### config.mk
export PLATFORM = sky130hd
export DESIGN_NAME = register_file_write_controller_flat
export DESIGN_NICKNAME = d
export VERILOG_FILES = /design/src/rtl/register_file_write_controller_if.sv /design/src/rtl/register_file_write_controller.sv /design/src/flat_wrapper.sv
export SDC_FILE = /design/constraint.sdc
export NUM_CORES = 1
export LEC_CHECK = 0
export BUFFER_PORTS_ARGS = -buffer_cell sky130_fd_sc_hd__buf_2
export CORE_ASPECT_RATIO = 1.4
export CORE_UTILIZATION = 48
export CTS_CLUSTER_SIZE = 40
export DETAILED_ROUTE_END_ITERATION = 12
export HOLD_SLACK_MARGIN = 0.02
export PLACE_DENSITY = 0.91
export SYNTH_ARGS = -nofsm -noshare
export SYNTH_HDL_FRONTEND = slang
export SYNTH_SLANG_ARGS = --single-unit
export TNS_END_PERCENT = 100
### constraint.sdc
create_clock -name clk -period 3.05 [get_ports clk]
set_input_delay 0.1525 -clock clk [delete_from_list [all_inputs] [get_ports clk]]
set_output_delay 0.1525 -clock clk [all_outputs]
set_load 0.05 [all_outputs]
### src/rtl/register_file_write_controller_if.sv
// Writeback request bus between the two requesters (ALU = 0, load unit = 1)
// and the register-file write controller.
interface register_file_write_controller_if #(
  parameter int unsigned DATA_WIDTH = 32,
  parameter int unsigned ADDR_WIDTH = 4
);
  logic                  req0_valid;
  logic [ADDR_WIDTH-1:0] req0_reg;
  logic [DATA_WIDTH-1:0] req0_data;
  logic                  req0_ready;
  logic                  req1_valid;
  logic [ADDR_WIDTH-1:0] req1_reg;
  logic [DATA_WIDTH-1:0] req1_data;
  logic                  req1_ready;

  modport master (
    output req0_valid, req0_reg, req0_data, req1_valid, req1_reg, req1_data,
    input  req0_ready, req1_ready
  );

  modport slave (
    input  req0_valid, req0_reg, req0_data, req1_valid, req1_reg, req1_data,
    output req0_ready, req1_ready
  );
endinterface

### src/rtl/register_file_write_controller.sv
// Round-robin owner of the register file write port, with a pending-write
// scoreboard for read-after-write hazard detection in decode.
module register_file_write_controller #(
  parameter int unsigned DATA_WIDTH = 32,
  parameter int unsigned ADDR_WIDTH = 4
) (
  input  logic                         clk,
  input  logic                         reset_n,
  input  logic                         wb_hold,
  register_file_write_controller_if.slave wb,
  input  logic                         reserve_valid,
  input  logic [ADDR_WIDTH-1:0]        reserve_reg,
  input  logic [ADDR_WIDTH-1:0]        a_select,
  input  logic [ADDR_WIDTH-1:0]        b_select,
  output logic                         a_busy,
  output logic                         b_busy,
  output logic [(2**ADDR_WIDTH)-1:0]   busy,
  output logic [DATA_WIDTH-1:0]        port_c,
  output logic [ADDR_WIDTH-1:0]        decoder_control,
  output logic                         load_enable,
  output logic                         reserve_error
);

  localparam int unsigned NumRegs = 2 ** ADDR_WIDTH;

  logic                  r_ptr;
  logic                  w_both;
  logic                  w_grant0;
  logic                  w_grant1;
  logic                  w_xfer;
  logic [ADDR_WIDTH-1:0] w_wr_reg;
  logic [DATA_WIDTH-1:0] w_wr_data;
  logic [NumRegs-1:0]    w_busy_clr;
  logic [NumRegs-1:0]    w_busy_d;
  logic                  w_conflict;

  assign w_both   = wb.req0_valid & wb.req1_valid;
  assign w_grant0 = ~wb_hold & wb.req0_valid & (~wb.req1_valid | ~r_ptr);
  assign w_grant1 = ~wb_hold & wb.req1_valid & (~wb.req0_valid | r_ptr);
  assign w_xfer   = w_grant0 | w_grant1;

  assign wb.req0_ready = w_grant0;
  assign wb.req1_ready = w_grant1;

  assign w_wr_reg  = w_grant1 ? wb.req1_reg  : wb.req0_reg;
  assign w_wr_data = w_grant1 ? wb.req1_data : wb.req0_data;

  assign a_busy = busy[a_select];
  assign b_busy = busy[b_select];

  // The commit clears first, so a reservation landing on the clearing edge is
  // a fresh reservation rather than a double booking; set then wins.
  always_comb begin
    w_busy_clr = busy;
    if (load_enable) begin
      w_busy_clr[decoder_control] = 1'b0;
    end
    w_busy_d = w_busy_clr;
    if (reserve_valid) begin
      w_busy_d[reserve_reg] = 1'b1;
    end
    w_conflict = reserve_valid & w_busy_clr[reserve_reg];
  end

  always_ff @(posedge clk or negedge reset_n) begin
    if (!reset_n) begin
      r_ptr           <= 1'b0;
      port_c          <= '0;
      decoder_control <= '0;
      load_enable     <= 1'b0;
      busy            <= '0;
      reserve_error   <= 1'b0;
    end else begin
      if (w_xfer && w_both) begin
        r_ptr <= w_grant0;
      end
      load_enable <= w_xfer;
      if (w_xfer) begin
        port_c          <= w_wr_data;
        decoder_control <= w_wr_reg;
      end
      busy <= w_busy_d;
      if (w_conflict) begin
        reserve_error <= 1'b1;
      end
    end
  end

endmodule

### src/flat_wrapper.sv
// flat-port wrapper written by rule: the top's interface ports become plain ports
module register_file_write_controller_flat 
#(
  parameter int unsigned DATA_WIDTH = 32,
  parameter int unsigned ADDR_WIDTH = 4
)
  (clk, reset_n, wb_hold, reserve_valid, reserve_reg, a_select, b_select, a_busy, b_busy, busy, port_c, decoder_control, load_enable, reserve_error, wb_req0_valid, wb_req0_reg, wb_req0_data, wb_req1_valid, wb_req1_reg, wb_req1_data, wb_req0_ready, wb_req1_ready);
  register_file_write_controller_if #(.DATA_WIDTH(DATA_WIDTH), .ADDR_WIDTH(ADDR_WIDTH)) wb_i ();
  input  logic clk;
  input  logic reset_n;
  input  logic wb_hold;
  input  logic reserve_valid;
  input  logic [ADDR_WIDTH-1:0] reserve_reg;
  input  logic [ADDR_WIDTH-1:0] a_select;
  input  logic [ADDR_WIDTH-1:0] b_select;
  output logic a_busy;
  output logic b_busy;
  output logic [(2**ADDR_WIDTH)-1:0] busy;
  output logic [DATA_WIDTH-1:0] port_c;
  output logic [ADDR_WIDTH-1:0] decoder_control;
  output logic load_enable;
  output logic reserve_error;
  input wire logic [$bits(wb_i.req0_valid)-1:0] wb_req0_valid;
  input wire logic [$bits(wb_i.req0_reg)-1:0] wb_req0_reg;
  input wire logic [$bits(wb_i.req0_data)-1:0] wb_req0_data;
  input wire logic [$bits(wb_i.req1_valid)-1:0] wb_req1_valid;
  input wire logic [$bits(wb_i.req1_reg)-1:0] wb_req1_reg;
  input wire logic [$bits(wb_i.req1_data)-1:0] wb_req1_data;
  output wire logic [$bits(wb_i.req0_ready)-1:0] wb_req0_ready;
  output wire logic [$bits(wb_i.req1_ready)-1:0] wb_req1_ready;
  assign wb_i.req0_valid = wb_req0_valid;
  assign wb_i.req0_reg = wb_req0_reg;
  assign wb_i.req0_data = wb_req0_data;
  assign wb_i.req1_valid = wb_req1_valid;
  assign wb_i.req1_reg = wb_req1_reg;
  assign wb_i.req1_data = wb_req1_data;
  assign wb_req0_ready = wb_i.req0_ready;
  assign wb_req1_ready = wb_i.req1_ready;
  register_file_write_controller #(.DATA_WIDTH(DATA_WIDTH), .ADDR_WIDTH(ADDR_WIDTH)) u_core (.clk(clk), .reset_n(reset_n), .wb_hold(wb_hold), .wb(wb_i), .reserve_valid(reserve_valid), .reserve_reg(reserve_reg), .a_select(a_select), .b_select(b_select), .a_busy(a_busy), .b_busy(b_busy), .busy(busy), .port_c(port_c), .decoder_control(decoder_control), .load_enable(load_enable), .reserve_error(reserve_error));
endmodule
==> results.py, run 1 <==
metrics = {
    "outcome": {
        "status": "finished, final reports clean",
    },
    "pwr": {
        "ir_worst_vdd_mv": 0.5797,
        "power_density_nw_per_um2": 918.5,
        "p_total_mw": 3.329,
        "leakagePower_nw": 1.856,
    },
    "drt": {
        "viasPerCell": 5.980,
        "wire_per_inst_um": 17.89,
        "first_iter_violations": 308,
        "num_vias": 2667,
        "drc": 0,
        "drtPass1Iterations": 7,
        "antenna_left": 0,
        "drt_wl_total_mm": 7.978,
    },
    "grt": {
        "gr-total-overflow": 0,
        "grt_pass1_vias": 2649,
        "grt_antenna_before_repair": 0,
        "grt_first_pass_wirelength_mm": 12.84,
        "grt_use_total": 0.2881,
        "grt_max_degree": 38,
    },
    "job": {
        "max_cap_viol_count": 0,
    },
    "min_path": {
        "min-delay-path-class": "primary input to flop",
        "hold_depth": 3,
    },
    "synth": {
        "syn_inst": 231,
        "synth_seq_cells": 55,
        "yosysWarnings": 0,
        "synth_area_um2": 2703,
        "syn_area_per_cell_um2": 11.70,
        "seq_area_frac_synth": 0.5093,
        "synth_edf_count": 0,
        "synthesis.nets": 321,
        "synth_cell_types": 35,
        "synth-async-reset-ratio": 1.000,
        "synthFlopType": "dfrtp_1",
    },
    "floorplan": {
        "die_height_um": 90.78,
        "fp.dieArea_um2": 5938,
        "io_pins": 148,
        "die_x_um": 65.42,
        "rows": 32,
        "initial_core_util": 0.4927,
        "core_um2": 5485,
    },
    "sta": {
        "setup_slack_ns": 0.8383,
        "relSlewSlack": 0.2724,
        "fin_tns_setup_ns": 0,
        "period_share": 0.7252,
        "maxSlewViolCount": 0,
        "clock_skew_ns": 0.01240,
        "final-hold-violation-count": 0,
        "worstMarginPinSlew_ns": 1.091,
        "rsz0062_at_grt": "false",
        "finalSetupViolCount": 0,
        "min_period_ns": 2.212,
        "timing.fmax_ghz": 0.4521,
    },
    "setup_path": {
        "end_kind": "output port",
        "startpoint_type": "flop",
        "path_max_fanout": 37,
        "slowest_stage": "o211a_1",
        "cp-endpoint": "wb_req1_ready",
        "startpoint": "u_core.r_ptr",
        "cpPeakStageDelay_ns": 0.89,
        "cp.buffers_inverters": 1,
        "ff2ff_setup_slack_ns": 1.20,
        "worstPathRequired_ns": 2.90,
        "critPathKind": "flop to output port",
        "worst_r2r_path_depth": 3,
        "cp.depth": 2,
        "cp_data_arrival_time_ns": 2.06,
        "critical_path.reg2reg.endpoint": "u_core.port_c[31]",
        "critPathTopFamily": "compound AO/OA/AOI/OAI gates",
        "crit_chain": "o211a_1, buf_2",
        "r2r-start": "u_core.r_ptr",
    },
    "place": {
        "dp_slack_ns": 1.223,
        "port_buffers": 147,
        "gp_congestion": 0.9228,
        "place_hpwl_mm": 6.131,
    },
    "clocking": {
        "path_clk_slew_ns": 0.10,
        "cts_root_buf": "clkbuf_8",
        "numCtsBuffers": 5,
        "clock-sinks": 55,
        "insertion_delay_ns": 0.31,
        "clk_path_buf_depth": 2,
        "h-tree-depth": 2,
        "cts_tree": "done",
        "post_cts_buffers": 0,
    },
    "cells_and_area": {
        "drive_gt1_frac": 0.4735,
        "antenna_cells": 0,
        "finalNetCount": 467,
        "area_growth_pct": 34.12,
    },
}
==> routing by layer <==
| layer | routed length, µm | global-route usage | vias to the layer above |
|---|---|---|---|
| met5 | 0 | 0 | - |
| met4 | 297 | 0.1359 | 0 |
| met3 | 746 | 0.06566 | 22 |
| met2 | 4026 | 0.4820 | 177 |
| met1 | 2908 | 0.3426 | 1284 |
| li1 | - | - | 1184 |
==> kinds of logic (layout without fill, tap and decap cells) <==
| group | count (synthesis) | count (layout) | share of synthesized area |
|---|---|---|---|
| muxes | 15 | 15 | 0.1116 |
| DFF | 55 | 55 | 0.5093 |
| buffers and inverters | 52 | 199 | 0.07916 |
| xor gates and xnor gates | 3 | 3 | 0.009724 |
| and+or+nand+nor | 29 | 29 | 0.06944 |
| AOI/OAI and AO/OA | 77 | 77 | 0.2208 |
==> state kept, by name, summed over array words and instances, names as in the netlist <==
register,count
u_core.r_ptr,1
u_core.reserve_error,1
u_core.decoder_control,4
u_core.busy,16
u_core.port_c,32
u_core.load_enable,1
==> what timing repair did <==
item / CTS / global route
hold buffers: 1 / 0
endpoints found under the setup margin: 0 / 0
endpoints found under the hold margin: 31 / 0
gates resized for setup: 0 / 0
==> worst min path at each step <==
stage	endpoint	start
finish	u_core.port_c[1]	wb_req0_data[1]
global route	u_core.port_c[1]	wb_req0_data[1]
CTS	u_core.port_c[9]	wb_req0_data[9]
detailed placement	u_core.port_c[17]	reset_n
global placement	u_core.port_c[20]	reset_n
floorplan	u_core.busy[0]	reset_n
==> power breakdown <==
| group | leakage (nW) | total (mW) | switching [mW] | internal, mW |
|---|---|---|---|---|
| registers | 0.649 | 1.16 | 0.216 | 0.941 |
| clock network | 0.0612 | 0.498 | 0.232 | 0.266 |
| logic | 1.15 | 1.67 | 1.18 | 0.493 |
| total | 1.86 | 3.33 | 1.63 | 1.70 |
==> cell usage in the layout, fill, tap and decap left out, drive strengths merged, types with 4 or more instances in the layout <==
| cell | count |
|---|---|
| inv | 39 |
| clkbuf | 6 |
| o21ai | 34 |
| buf | 151 |
| nand3 | 4 |
| a222oi | 36 |
| nand2 | 7 |
| dfrtp | 55 |
| mux4 | 12 |
| nand2b | 4 |
==> worst register-to-register path: stages, from the launching register on <==
cell      delay (ns)
dfrtp_1         0.44
o211a_1         0.65
a222oi_1        0.59
inv_1           0.07
==> stage by stage <==
| stage | hold slack, ns | area, µm² | utilization | std cells |
|---|---|---|---|---|
| finish | 0.04381 | 3625 | 0.6608 | 446 |
| global placement | 0.2236 | 3497 | 0.6375 | 437 |
| global route | 0.04694 | 3625 | 0.6608 | 446 |
| detailed placement | 0.2397 | 3497 | 0.6375 | 437 |
| CTS | 0.04084 | 3625 | 0.6608 | 446 |
| floorplan | -0.1431 | 2703 | - | 231 |
==> Yosys cell counts (2+ instances only) <==
| cell | count | area [µm²] |
|---|---|---|
| a222oi_1 | 36 | 360.4 |
| buf_2 | 9 | 45.04 |
| clkbuf_1 | 3 | 11.26 |
| dfrtp_1 | 55 | 1376 |
| inv_1 | 37 | 138.9 |
| inv_2 | 2 | 7.510 |
| mux2i_1 | 2 | 20.02 |
| mux4_2 | 12 | 270.3 |
| nand2_1 | 7 | 26.28 |
| nand2b_1 | 4 | 25.02 |
| nand3_1 | 3 | 15.01 |
| nand3b_1 | 2 | 15.01 |
| nor2b_1 | 2 | 12.51 |
| o21ai_0 | 18 | 90.09 |
| o21ai_1 | 15 | 75.07 |
| or3_1 | 2 | 12.51 |
| or3b_1 | 2 | 17.52 |
| xnor2_1 | 3 | 26.28 |
==> area by class of cell <==
class,instances,area [µm²]
timing repair buffer,152,775.7
clock buffer,6,82.58
fill,439,1861
multi-input combinational,124,1124
sequential,55,1376
tap,68,85.08
clock inverter,2,35.03
inverter,39,146.4
Note: power is estimated with default switching activity, not from simulation.
==> run 2: changes to the inputs <==
--- a/config.mk
+++ b/config.mk
@@ -7,11 +7,11 @@
 export LEC_CHECK = 0
 export BUFFER_PORTS_ARGS = -buffer_cell sky130_fd_sc_hd__buf_2
 export CORE_ASPECT_RATIO = 1.4
-export CORE_UTILIZATION = 48
+export CORE_UTILIZATION = 40
 export CTS_CLUSTER_SIZE = 40
 export DETAILED_ROUTE_END_ITERATION = 12
 export HOLD_SLACK_MARGIN = 0.02
-export PLACE_DENSITY = 0.91
+export PLACE_DENSITY = 0.82
 export SYNTH_ARGS = -nofsm -noshare
 export SYNTH_HDL_FRONTEND = slang
 export SYNTH_SLANG_ARGS = --single-unit
==> constraint.sdc (replaced) <==
create_clock -name clk -period 1.95 [get_ports clk]
set_input_delay 0.0975 -clock clk [delete_from_list [all_inputs] [get_ports clk]]
set_output_delay 0.0975 -clock clk [all_outputs]
set_load 0.05 [all_outputs]
==> run 2 against run 1 <==
Net effect:
- first-iteration DRC count grew 34%
- utilization shrank 0.67 points
- final area grew 19%
- clock skew shrank 0.0029 ns
- sequential share of layout area shrank 5.9 points
- critical path type unchanged
- setup slack lost 0.84 ns
- critical endpoint is now b_busy
- die area grew 19%
- the run now ends with setup timing left
- critical path depth grew 1
- routed wire length grew 23%
==> results.py, run 2 (synthesized netlist as in run 1, its figures left out) <==
metrics = {
    "floorplan": {
        "fp.dieArea_um2": 7094,
        "initial_core_util": 0.4114,
        "die_x_um": 71.47,
        "core_um2": 6569,
        "die_height_um": 99.26,
        "rows": 35,
        "io_pins": 148,
    },
    "cells_and_area": {
        "drive_gt1_frac": 0.4247,
        "area_growth_pct": 58.98,
        "finalNetCount": 534,
        "final_cell_mix": "145 x buf_2, 57 x dlygate4sd3_1, 55 x dfrtp_1",
        "utilization": 0.6541,
        "reg_top3": "u_core.port_c x32, u_core.busy x16, u_core.decoder_control x4",
        "regMostFlops": "u_core.port_c",
        "mostFrequentLayoutCell": "buf_2",
        "largest_reg_flops": 32,
        "antenna_cells": 0,
    },
    "clocking": {
        "h-tree-depth": 2,
        "path_clk_slew_ns": 0.09,
        "numCtsBuffers": 5,
        "insertion_delay_ns": 0.31,
        "clk_path_buf_depth": 2,
        "cts_root_buf": "clkbuf_8",
        "cts_tree": "done",
        "clock-sinks": 55,
    },
    "setup_path": {
        "critPathKind": "flop to output port",
        "end_kind": "output port",
        "worstPathRequired_ns": 1.85,
        "cp_data_arrival_time_ns": 1.86,
        "path_max_fanout": 3,
        "startpoint_type": "flop",
    },
    "sta": {
        "worstMarginPinSlew_ns": 0.4691,
        "clock_skew_ns": 0.009514,
        "maxSlewViolCount": 0,
        "fin_tns_setup_ns": -0.004061,
        "rsz0062_at_grt": "true",
        "relSlewSlack": 0.6872,
        "period_share": 1.002,
        "setup_slack_ns": -0.004061,
        "final-hold-violation-count": 0,
        "finalSetupViolCount": 1,
        "timing.fmax_ghz": 0.5118,
        "min_period_ns": 1.954,
        "hold_ws_ns": 0.02876,
    },
    "grt": {
        "grt_max_degree": 35,
        "grt_use_total": 0.2774,
        "grt_antenna_before_repair": 0,
        "grt_first_pass_wirelength_mm": 15.21,
        "gr-total-overflow": 0,
        "grt_pass1_vias": 3084,
    },
    "place": {
        "gp_congestion": 0.9497,
        "place_hpwl_mm": 6.211,
        "port_buffers": 147,
        "dp_slack_ns": 0.2777,
    },
    "drt": {
        "drt_wl_total_mm": 9.836,
        "num_vias": 3039,
        "viasPerCell": 5.855,
        "antenna_left": 0,
        "wire_per_inst_um": 18.95,
        "first_iter_violations": 413,
        "drtPass1Iterations": 12,
        "drc": 0,
    },
    "pwr": {
        "ir_worst_vdd_mv": 0.7537,
        "leakagePower_nw": 2.137,
        "power_density_nw_per_um2": 1253,
    },
    "outcome": {
        "violations": "setup timing",
        "status": "finished, violations left",
    },
    "job": {
        "max_cap_viol_count": 0,
    },
    "min_path": {
        "min-delay-path-class": "primary input to flop",
    },
}
## run 2: changes by cell type in the layout (fill, tap and decap cells not counted), moves of 2 or more
cell / before / now
buf_4: 4 / 12
buf_6: 0 / 2
buf_12: 0 / 3
buf_2: 147 / 145
dlygate4sd3_1: 1 / 57
## run 2: layout make-up
type	instances	area, µm²
clock buffer	6	72.57
clock inverter	2	16.27
fill	470	2272
inverter	39	146.4
multi-input combinational	124	1124
sequential	55	1376
tap	74	92.59
timing repair buffer	219	1469
## run 2: per-layer routing
metal | wire length [µm] | vias up | global-route usage
met5 | 0 | - | 0
met4 | 335 | 0 | 0.1161
met3 | 1044 | 34 | 0.06282
met2 | 5035 | 245 | 0.4872
met1 | 3419 | 1438 | 0.3242
li1 | - | 1322 | -
## run 2: timing repair
action                                  in CTS  in global routing
hold buffers                                57                  0
buffers inserted                             7                  2
endpoints found under the setup margin       2                  3
resized for setup                            4                  0
hold endpoints to repair                    45                  0
pin swaps                                    0                  1
## run 2: path summary, 6_finish.rpt
check,to,slack (ns),cells after the start,from
setup / recovery,b_busy,-0.004,3,u_core.busy[14]
hold / removal,u_core.decoder_control[1],0.03,3,wb_req1_reg[1]
setup reg to reg,u_core.port_c[23],0.12,4,u_core.r_ptr
hold reg to reg,u_core.reserve_error,0.48,1,u_core.reserve_error
max in group asynchronous,u_core.reserve_error,1.11,3,reset_n
min in group asynchronous,u_core.port_c[20],0.21,2,reset_n
## run 2: worst max-delay path: stages (launching register included)
cell and delay (ns):
dfrtp_1 0.42, mux4_2 0.48, mux4_2 0.49, buf_6 0.17
## run 2: per-stage QoR
stage | power, mW | std cells | cell area, µm²
after floorplan | 3.714 | 231 | 2703
after global placement | 4.392 | 445 | 3557
after detailed placement | 4.466 | 445 | 3557
after CTS | 5.332 | 517 | 4282
after global routing | 5.611 | 519 | 4297
final | 5.382 | 519 | 4297
## run 2: power breakdown
group          switching (mW)  internal (mW)
combinational            1.96          0.986
clock                   0.382          0.259
sequential              0.324           1.47
total                    2.67           2.72
==> run 3: changes to the inputs <==
--- a/config.mk
+++ b/config.mk
@@ -7,11 +7,11 @@
 export LEC_CHECK = 0
 export BUFFER_PORTS_ARGS = -buffer_cell sky130_fd_sc_hd__buf_2
 export CORE_ASPECT_RATIO = 1.4
-export CORE_UTILIZATION = 40
+export CORE_UTILIZATION = 45
 export CTS_CLUSTER_SIZE = 40
 export DETAILED_ROUTE_END_ITERATION = 12
 export HOLD_SLACK_MARGIN = 0.02
-export PLACE_DENSITY = 0.82
+export PLACE_DENSITY = 0.87
 export SYNTH_ARGS = -nofsm -noshare
 export SYNTH_HDL_FRONTEND = slang
 export SYNTH_SLANG_ARGS = --single-unit
==> constraint.sdc (replaced) <==
create_clock -name clk -period 2.2 [get_ports clk]
set_input_delay 0.11 -clock clk [delete_from_list [all_inputs] [get_ports clk]]
set_output_delay 0.11 -clock clk [all_outputs]
set_load 0.05 [all_outputs]
==> run 3 against run 2 <==
Net effect:
- the run now ends clean
- power shrank 13%
- setup slack gained 0.092 ns
- sequential power shrank 11%
- non-clock buffer count shrank 40
- critical path type is now flop to flop
- highest routed layer is now met5
==> results.py, run 3 (synthesized netlist as in run 1, its figures left out) <==
metrics = {
    "outcome": {
        "status": "finished, final reports clean",
    },
    "sta": {
        "period_share": 0.9600,
        "relSlewSlack": 0.5416,
        "hold_ws_ns": 0.02454,
        "maxSlewViolCount": 0,
        "fin_tns_setup_ns": 0,
        "final-hold-violation-count": 0,
        "setup_slack_ns": 0.08796,
        "rsz0062_at_grt": "false",
        "min_period_ns": 2.112,
        "clock_skew_ns": 0.005988,
        "worstMarginPinSlew_ns": 0.6876,
        "timing.fmax_ghz": 0.4735,
        "finalSetupViolCount": 0,
    },
    "min_path": {
        "hold_depth": 3,
        "hp-start": "wb_req0_data[17]",
        "min-delay-path-class": "primary input to flop",
        "min_to": "u_core.port_c[17]",
    },
    "drt": {
        "first_iter_violations": 370,
        "drt-met1-wl_mm": 3.221,
        "drt_wl_total_mm": 8.963,
        "wl_met2_mm": 4.601,
        "viasPerCell": 6.021,
        "antenna_left": 0,
        "top_layer_used": "met5",
        "wire_per_inst_um": 18.87,
        "num_vias": 2860,
        "wl_met3_um": 899,
        "drtPass1Iterations": 9,
        "drc": 0,
    },
    "setup_path": {
        "path_max_fanout": 29,
        "end_kind": "flop",
        "startpoint_type": "flop",
        "ff2ff_setup_slack_ns": 0.09,
        "critical_path.reg2reg.endpoint": "u_core.port_c[10]",
        "worstPathRequired_ns": 2.41,
        "worst_r2r_path_depth": 5,
        "cp_data_arrival_time_ns": 2.32,
        "critPathKind": "flop to flop",
        "r2r-start": "u_core.r_ptr",
    },
    "place": {
        "gp_congestion": 0.9876,
        "place_hpwl_mm": 6.043,
        "place_inst": 439,
        "port_buffers": 147,
        "dp_slack_ns": 0.5312,
    },
    "clocking": {
        "h-tree-depth": 2,
        "clock-sinks": 55,
        "path_clk_slew_ns": 0.10,
        "insertion_delay_ns": 0.31,
        "cts_tree": "done",
        "cts_root_buf": "clkbuf_8",
        "numCtsBuffers": 5,
        "clk_path_buf_depth": 2,
    },
    "grt": {
        "grt_pass1_vias": 2920,
        "grt_first_pass_wirelength_mm": 13.96,
        "gr-total-overflow": 0,
        "grt_max_degree": 56,
        "grt_antenna_before_repair": 2,
        "grt_use_total": 0.2965,
    },
    "cells_and_area": {
        "finalNetCount": 494,
        "final_cells": 475,
        "final_cell_mix": "147 x buf_2, 55 x dfrtp_1, 37 x inv_1",
        "antenna_cells": 0,
        "reg_top3": "u_core.port_c x32, u_core.busy x16, u_core.decoder_control x4",
        "mostFrequentLayoutCell": "buf_2",
        "drive_gt1_frac": 0.4444,
        "regMostFlops": "u_core.port_c",
        "area_growth_pct": 45.42,
        "largest_reg_flops": 32,
    },
    "job": {
        "max_cap_viol_count": 0,
    },
    "pwr": {
        "power_density_nw_per_um2": 1198,
        "ir_worst_vdd_mv": 0.6526,
        "leakagePower_nw": 1.970,
    },
    "floorplan": {
        "die_x_um": 67.50,
        "initial_core_util": 0.4642,
        "rows": 33,
        "io_pins": 148,
        "core_um2": 5822,
        "fp.dieArea_um2": 6324,
        "die_height_um": 93.70,
    },
}
-- run 3: changes by cell type in the layout (fill, tap and decap cells not counted), moves of 2 or more --
cell / previous run / this run
buf_4: 12 / 2
dlygate4sd3_1: 57 / 28
buf_6: 2 / 0
buf_2: 145 / 147
-- run 3: per-stage QoR --
stage	util	total power, mW	instance area [µm²]
6_report	0.6750	4.709	3930
5_1_grt	0.6750	4.925	3930
4_1_cts	0.6720	4.670	3913
3_5_place_dp	0.6054	3.938	3525
3_3_place_gp	0.6054	3.874	3525
2_1_floorplan	-	3.292	2703
-- run 3: power by group --
| group | switching, mW | internal, mW | leakage (nW) |
|---|---|---|---|
| sequential | 0.292 | 1.30 | 0.649 |
| clock | 0.337 | 0.369 | 0.0612 |
| combinational | 1.68 | 0.731 | 1.26 |
-- run 3: worst max-delay path by stage --
stage                         startpoint              endpoint  slack, ns  depth (start not counted)
3_3_place_gp              u_core.busy[3]                a_busy       0.56                          3
2_1_floorplan  u_core.decoder_control[1]  u_core.reserve_error       0.37                          6
4_1_cts                     u_core.r_ptr     u_core.port_c[10]       0.15                          5
6_report                    u_core.r_ptr     u_core.port_c[10]       0.09                          5
3_5_place_dp             u_core.busy[15]                b_busy       0.53                          3
5_1_grt                     u_core.r_ptr     u_core.port_c[10]       0.04                          5
-- run 3: area by class of cell --
class	instances	area, µm²
Clock buffer	6	82.58
Clock inverter	2	35.03
Fill cell	417	1892
Inverter	39	146.4
Multi-Input combinational cell	124	1131
Sequential cell	55	1376
Tap cell	70	87.58
Timing Repair Buffer	179	1071
-- run 3: critical path, cell delays in order, from the launching register on --
cell and delay (ns):
dfrtp_1 0.45, o211a_4 0.30, buf_12 0.17, a222oi_1 0.39
dlygate4sd3_1 0.63, inv_1 0.06
-- run 3: repair_timing --
action,4_1_cts,5_1_grt
resized for setup,0,2
setup buffers,0,0
hold buffers,27,1
setup endpoints to repair,0,1
endpoints found under the hold margin,80,1
-- run 3: metal layers --
layer,track usage,vias up
met1,0.3655,1411
li1,-,1238
met3,0.07646,24
met5,0,-
met4,0.1188,4
met2,0.4835,183
